<file path="src/rtl/lif_pkg.sv">
// Shared defaults and helpers for the time-multiplexed LIF neuron array.
package lif_pkg;

  localparam int unsigned DEF_WIDTH       = 8;
  localparam int unsigned DEF_NUM_NEURONS = 4;
  localparam int unsigned DEF_BETA_SHIFT  = 1;
  localparam int unsigned DEF_REFRACT     = 2;

  // Refractory counter width; at least one bit even when refractory is disabled.
  function automatic int unsigned refr_w(input int unsigned refract);
    return (refract < 1) ? 1 : $clog2(refract + 1);
  endfunction

  // Unsigned add clamped to 2^w-1 (w <= 32).
  function automatic logic [31:0] sat_add(input logic [31:0] a,
                                          input logic [31:0] b,
                                          input int unsigned w);
    logic [32:0] s;
    logic [32:0] mx;
    s  = {1'b0, a} + {1'b0, b};
    mx = (33'(1) << w) - 33'(1);
    return (s > mx) ? 32'(mx) : 32'(s);
  endfunction

endpackage

</file>
<file path="src/rtl/lif_array_tm_if.sv">
// Current-injection handshake and update/spike event stream of the neuron array.
interface lif_array_tm_if #(
  parameter int unsigned WIDTH = 8,
  parameter int unsigned IDX_W = 2
);
  logic             in_valid;
  logic             in_ready;
  logic [IDX_W-1:0] in_idx;
  logic [WIDTH-1:0] in_current;
  logic             out_valid;
  logic [IDX_W-1:0] out_idx;
  logic [WIDTH-1:0] out_state;
  logic             out_spike;
  logic             frame_done;

  modport master (
    output in_valid, in_idx, in_current,
    input  in_ready, out_valid, out_idx, out_state, out_spike, frame_done
  );

  modport slave (
    input  in_valid, in_idx, in_current,
    output in_ready, out_valid, out_idx, out_state, out_spike, frame_done
  );
endinterface

</file>
<file path="src/rtl/lif_update.sv">
// Single-neuron leak/integrate/fire step, purely combinational.
module lif_update
  import lif_pkg::*;
#(
  parameter int unsigned WIDTH      = DEF_WIDTH,
  parameter int unsigned BETA_SHIFT = DEF_BETA_SHIFT,
  parameter int unsigned REFRACT    = DEF_REFRACT,
  parameter int unsigned RW         = refr_w(DEF_REFRACT)
) (
  input  logic [WIDTH-1:0] state,
  input  logic [WIDTH-1:0] cur,
  input  logic [RW-1:0]    refr,
  input  logic [WIDTH-1:0] threshold,
  output logic [WIDTH-1:0] next_state,
  output logic [RW-1:0]    next_refr,
  output logic             spike
);

  logic [WIDTH-1:0] sum;

  always_comb begin
    next_state = '0;
    next_refr  = refr;
    spike      = 1'b0;
    sum        = '0;
    if (refr != '0) begin
      // Refractory: input current is dropped and membrane held at zero.
      next_refr = refr - RW'(1);
    end else begin
      sum = WIDTH'(sat_add(32'(cur), 32'(state >> BETA_SHIFT), WIDTH));
      if (sum >= threshold) begin
        spike     = 1'b1;
        next_refr = RW'(REFRACT);
      end else begin
        next_state = sum;
      end
    end
  end

endmodule

</file>
<file path="src/rtl/lif_array_tm.sv">
// Time-multiplexed LIF neuron array: per-neuron storage, round-robin scheduler,
// single-slot current buffers and registered event output.
module lif_array_tm
  import lif_pkg::*;
#(
  parameter int unsigned WIDTH       = DEF_WIDTH,
  parameter int unsigned NUM_NEURONS = DEF_NUM_NEURONS,
  parameter int unsigned BETA_SHIFT  = DEF_BETA_SHIFT,
  parameter int unsigned REFRACT     = DEF_REFRACT
) (
  input  logic                 clk,
  input  logic                 rst,
  input  logic                 en,
  input  logic [WIDTH-1:0]     cfg_threshold,
  lif_array_tm_if.slave        bus
);

  localparam int unsigned IDX_W = $clog2(NUM_NEURONS);
  localparam int unsigned RW    = refr_w(REFRACT);
  localparam logic [IDX_W-1:0] LAST = IDX_W'(NUM_NEURONS - 1);

  logic [WIDTH-1:0]       state_q [NUM_NEURONS];
  logic [WIDTH-1:0]       pend_q  [NUM_NEURONS];
  logic [RW-1:0]          refr_q  [NUM_NEURONS];
  logic [NUM_NEURONS-1:0] flag_q;
  logic [IDX_W-1:0]       ptr_q;

  logic [WIDTH-1:0] cur;
  logic [WIDTH-1:0] nxt_state;
  logic [RW-1:0]    nxt_refr;
  logic             spike;
  logic             accept;

  always_comb begin
    cur = flag_q[ptr_q] ? pend_q[ptr_q] : '0;
  end

  // A busy slot frees up in the cycle its neuron is being consumed.
  assign bus.in_ready = !flag_q[bus.in_idx] | (en & (ptr_q == bus.in_idx));
  assign accept       = bus.in_valid & bus.in_ready;

  lif_update #(
    .WIDTH      (WIDTH),
    .BETA_SHIFT (BETA_SHIFT),
    .REFRACT    (REFRACT),
    .RW         (RW)
  ) u_update (
    .state      (state_q[ptr_q]),
    .cur        (cur),
    .refr       (refr_q[ptr_q]),
    .threshold  (cfg_threshold),
    .next_state (nxt_state),
    .next_refr  (nxt_refr),
    .spike      (spike)
  );

  // Neuron storage and scheduler; a same-neuron write lands after the clear.
  always_ff @(posedge clk or posedge rst) begin
    if (rst) begin
      for (int i = 0; i < int'(NUM_NEURONS); i++) begin
        state_q[i] <= '0;
        pend_q[i]  <= '0;
        refr_q[i]  <= '0;
      end
      flag_q <= '0;
      ptr_q  <= '0;
    end else begin
      if (en) begin
        state_q[ptr_q] <= nxt_state;
        refr_q[ptr_q]  <= nxt_refr;
        flag_q[ptr_q]  <= 1'b0;
        ptr_q          <= (ptr_q == LAST) ? '0 : ptr_q + IDX_W'(1);
      end
      if (accept) begin
        pend_q[bus.in_idx] <= bus.in_current;
        flag_q[bus.in_idx] <= 1'b1;
      end
    end
  end

  // Event output stage.
  always_ff @(posedge clk or posedge rst) begin
    if (rst) begin
      bus.out_valid  <= 1'b0;
      bus.out_idx    <= '0;
      bus.out_state  <= '0;
      bus.out_spike  <= 1'b0;
      bus.frame_done <= 1'b0;
    end else begin
      bus.out_valid  <= en;
      bus.out_spike  <= en & spike;
      bus.frame_done <= en & (ptr_q == LAST);
      if (en) begin
        bus.out_idx   <= ptr_q;
        bus.out_state <= nxt_state;
      end
    end
  end

endmodule

</file>
<file path="src/flat_wrapper.sv">
// flat-port wrapper written by rule: the top's interface ports become plain ports
module lif_array_tm_flat import lif_pkg::*;
#(
  parameter int unsigned WIDTH       = DEF_WIDTH,
  parameter int unsigned NUM_NEURONS = DEF_NUM_NEURONS,
  parameter int unsigned BETA_SHIFT  = DEF_BETA_SHIFT,
  parameter int unsigned REFRACT     = DEF_REFRACT
)
  (clk, rst, en, cfg_threshold, bus_in_valid, bus_in_idx, bus_in_current, bus_in_ready, bus_out_valid, bus_out_idx, bus_out_state, bus_out_spike, bus_frame_done);
  lif_array_tm_if #(.WIDTH(WIDTH), .IDX_W(2)) bus_i ();
  input  logic clk;
  input  logic rst;
  input  logic en;
  input  logic [WIDTH-1:0] cfg_threshold;
  input wire logic [$bits(bus_i.in_valid)-1:0] bus_in_valid;
  input wire logic [$bits(bus_i.in_idx)-1:0] bus_in_idx;
  input wire logic [$bits(bus_i.in_current)-1:0] bus_in_current;
  output wire logic [$bits(bus_i.in_ready)-1:0] bus_in_ready;
  output wire logic [$bits(bus_i.out_valid)-1:0] bus_out_valid;
  output wire logic [$bits(bus_i.out_idx)-1:0] bus_out_idx;
  output wire logic [$bits(bus_i.out_state)-1:0] bus_out_state;
  output wire logic [$bits(bus_i.out_spike)-1:0] bus_out_spike;
  output wire logic [$bits(bus_i.frame_done)-1:0] bus_frame_done;
  assign bus_i.in_valid = bus_in_valid;
  assign bus_i.in_idx = bus_in_idx;
  assign bus_i.in_current = bus_in_current;
  assign bus_in_ready = bus_i.in_ready;
  assign bus_out_valid = bus_i.out_valid;
  assign bus_out_idx = bus_i.out_idx;
  assign bus_out_state = bus_i.out_state;
  assign bus_out_spike = bus_i.out_spike;
  assign bus_frame_done = bus_i.frame_done;
  lif_array_tm #(.WIDTH(WIDTH), .NUM_NEURONS(NUM_NEURONS), .BETA_SHIFT(BETA_SHIFT), .REFRACT(REFRACT)) u_core (.clk(clk), .rst(rst), .en(en), .cfg_threshold(cfg_threshold), .bus(bus_i));
endmodule
</file>
<file path="config.mk">
export PLATFORM = sky130hd
export DESIGN_NAME = lif_array_tm_flat
export DESIGN_NICKNAME = d
export VERILOG_FILES = /design/src/rtl/lif_pkg.sv /design/src/rtl/lif_array_tm_if.sv /design/src/rtl/lif_update.sv /design/src/rtl/lif_array_tm.sv /design/src/flat_wrapper.sv
export SDC_FILE = /design/constraint.sdc
export NUM_CORES = 1
export LEC_CHECK = 0
export ABC_AREA = 1
export BUFFER_PORTS_ARGS = -buffer_cell sky130_fd_sc_hd__buf_4
export CAP_MARGIN = 5
export CORE_UTILIZATION = 60
export DETAILED_ROUTE_END_ITERATION = 10
export PLACE_DENSITY = 0.79
export SYNTH_ARGS = -nofsm -noshare
export SYNTH_HDL_FRONTEND = slang
export SYNTH_SLANG_ARGS = --single-unit
</file>
<file path="constraint.sdc">
create_clock -name clk -period 10.9 [get_ports clk]
set_clock_uncertainty 0.05 [all_clocks]
set_input_delay 1.09 -clock clk [delete_from_list [all_inputs] [get_ports clk]]
set_output_delay 1.09 -clock clk [all_outputs]
set_load 0.02 [all_outputs]
</file>
==> flow_summary.yaml <==
logic_synthesis:
  synthCells: 598
  synth_top_family_by_area: "simple AND/OR/NAND/NOR gates"
  yosysWarningCount: 0
  synth.area.mux_share: 0
  synth.area.top_cells: "dfrtp_1 (46%), nand2_1 (16%), nand3_1 (5.1%), ha_1 (5.0%), inv_1 (4.0%)"
  synth_area_per_cell_um2: 7.88
  yosysUniqueCellTypes: 32
  syn_nets: 640
  synth-seq-cells: 87
  synth_fa_ha_area_frac: 0.0547
  yosys.area_share.simple: 0.283
  netlist_area_um2: 4710
  yosysTopAreaCellShare: 0.462
  yosys.area.top_type: "dfrtp_1"
  synth_seq_area_share: 0.462
  synth_xor_area_frac: 0.00558
  synth_compound_area_frac: 0.109
grt:
  grt_use_total: 0.286
  antenna_found_initial: 0
  grt_pass1_vias: 4055
  grt_max_degree: 88
  overflow: 0
  grt_pass1_wl_um: 18700
sta:
  relSlewSlack: 0.264
  period_share: 0.414
  timing.fmax_ghz: 0.222
  fin_ws_ps: 6390
  rsz0062_at_grt: "false"
  slew_viol_final: 0
  hold_ws_ps: 428
  period_needed_ps: 4510
  setup_viol: 0
  hold_viol_final: 0
  worst_pin_slew_ps: 1100
  fin_setup_tns_ps: 0
cells_and_area:
  multi_input_area_um2: 2130
  fin_util: 0.698
  synthToLayoutAreaGrowth_pct: 9.83
  drive_above_1_share: 0.120
  fill_cells: 627
  register_area_um2: 2180
  instances_no_fill: 724
  n_antenna_cell: 0
  fin_nets: 662
clocking:
  numClockSinks: 87
  cts_post_setup_buffers_inserted: 0
  clk_latency_ps: 360
  htree_num_levels: 3
  clk_pin_slew_worst_paths_ps: 90
  cts_made_buffers: 9
  cts_tree: "done"
  cts-root-buf: "clkbuf_8"
  cts_resized: 0
  cts_buffer_depth: 2
  postCtsHoldBufs: 0
setup_path:
  cp.arrival_ps: 4760
  cp-end-kind: "flop"
  critPathMostFrequentCell: "nand2_1"
  path_buf_inv: 4
  cp_slowest_stage_delay_ps: 680
  cp_slowest_cell: "dfrtp_1"
  path_cells: "inv_2 -> nand3_1 -> nand2_2 -> nand2_1 -> inv_1 -> ha_1 -> inv_1 -> fa_1 -> inv_1 -> nand2_1 -> nand3_1 -> nand2_1 -> nand2_1 -> nand2_4 -> nand2_2 -> ha_1 -> a21oi_1 -> o21a_1 -> nand3_1 -> nor2_8 -> nand3_1 -> nand2_1"
  path_delay_family: "simple AND/OR/NAND/NOR gates"
  startpoint_type: "flop"
  critPathRequiredTime_ps: 11150
  cp_max_fo: 36
  crit_type: "reg2reg"
detailed_routing:
  drt_first_iter_violations: 232
  drtPass1Iterations: 5
  drtAntennaViolNets: 0
  drc: 0
  routedWlPerCell_um: 15.0
  vias_per_cell: 5.58
  vias: 4043
  wirelength_um: 10900
place:
  dp_hpwl_um: 7200
  dp_slack_ps: 6480
  place_inst: 708
  place.gp.congestion: 0.861
  io_buffers: 35
die:
  pin_count: 36
  coreArea_um2: 7410
  die_y_um: 90.6
  die_w_um: 90.6
  start_util: 0.636
  rows: 31
  fp.dieArea_um2: 8210
job:
  maxCapViolCount: 0
pwr:
  max-vdd-ir-drop_uv: 229
  leakage_nw: 2.84
  power.density_nw_per_um2: 355
outcome:
  outcome: "finished clean"
worst_hold_path:
  hp-class: "reg2reg"
## cell usage in the layout (no fill, tap or decap), drive strengths merged, types with 2 or more instances in the layout
cell,synthesis,final
nor2,35,35
inv,55,54
nand4,3,3
o21ai,70,70
clkbuf,11,10
bufinv,0,3
clkinv,4,8
nand3,53,53
buf,15,37
a21oi,9,9
xor2,2,2
o22ai,13,13
nand2,214,214
ha,19,19
dfrtp,87,87
## worst min-delay path: stages (launching register included)
cell,delay (ps)
dfrtp_1,350
nand2_1,50
nand2_1,50
## sequential cells by signal, indices dropped and copies added, names as in the netlist
signal / flops
u_core.pend_q: 32
u_core.state_q: 28
u_core.bus.frame_done: 1
u_core.ptr_q: 2
u_core.bus.out_valid: 1
u_core.bus.out_idx: 2
u_core.bus.out_spike: 1
u_core.flag_q: 4
u_core.refr_q: 8
u_core.bus.out_state: 8
## worst paths after layout
check | startpoint | endpoint | slack, ps | cells past startpoint
setup reg to reg | u_core.ptr_q[1] | u_core.state_q[30] | 6390 | 22
min in group asynchronous | rst | u_core.pend_q[29] | 1020 | 3
hold reg to reg | u_core.bus.out_idx[1] | u_core.bus.out_idx[1] | 430 | 2
max in group asynchronous | rst | u_core.refr_q[2] | 9060 | 3
hold / removal | u_core.bus.out_idx[1] | u_core.bus.out_idx[1] | 430 | 2
setup / recovery | u_core.ptr_q[1] | u_core.state_q[30] | 6390 | 22
## final cells by class
cell class                      count  area share
Tap cell                           99      0.0239
Clock inverter                      6      0.0210
Inverter                           59      0.0431
Multi-Input combinational cell    426       0.413
Sequential cell                    87       0.421
Timing Repair Buffer               37      0.0537
Clock buffer                       10      0.0247
## power by group
part	switching (mW)	leakage (nW)	internal [mW]
registers	0.0746	1.13	0.443
logic	0.711	1.59	0.338
clock network	0.117	0.120	0.152
total	0.903	2.84	0.933
## routing by layer
metal,part of all wire,vias to the layer above,GRT usage
li1,-,1959,-
met5,0,-,0
met4,0.025,0,0.125
met2,0.47,137,0.469
met3,0.052,29,0.0421
met1,0.45,1918,0.377
## synthesized netlist by cell type
library cell / instances
clkinv_1: 4
xnor2_1: 1
a32oi_1: 1
buf_4: 2
buf_6: 9
ha_1: 19
fa_1: 1
buf_2: 3
inv_2: 5
o21ai_0: 33
nand2_4: 2
o2111ai_1: 1
inv_1: 50
nor2_1: 34
o21a_1: 1
nor2_8: 1
nand3_2: 1
clkbuf_1: 11
a21oi_1: 9
o21bai_1: 1
nand3_4: 4
o22ai_1: 13
nand2_1: 203
o21ai_1: 37
buf_1: 1
nand3b_1: 1
dfrtp_1: 87
nand4_1: 3
a31oi_1: 1
xor2_1: 2
nand3_1: 48
nand2_2: 9
## cells by family after synthesis
kind of cell / Yosys count
and+or+nand+nor: 306
buffers and inverters: 85
AOI/OAI and AO/OA: 97
DFF: 87
adders and majority gates: 20
xor gates and xnor gates: 3
## per-stage QoR
step	cell area, µm²	total power, mW
2_1_floorplan	4710	1.35
6_report	5170	1.84
5_1_grt	5170	2.00
4_1_cts	5170	1.83
3_5_place_dp	4940	1.55
3_3_place_gp	4940	1.51
Note: power is estimated with default switching activity, not from simulation.
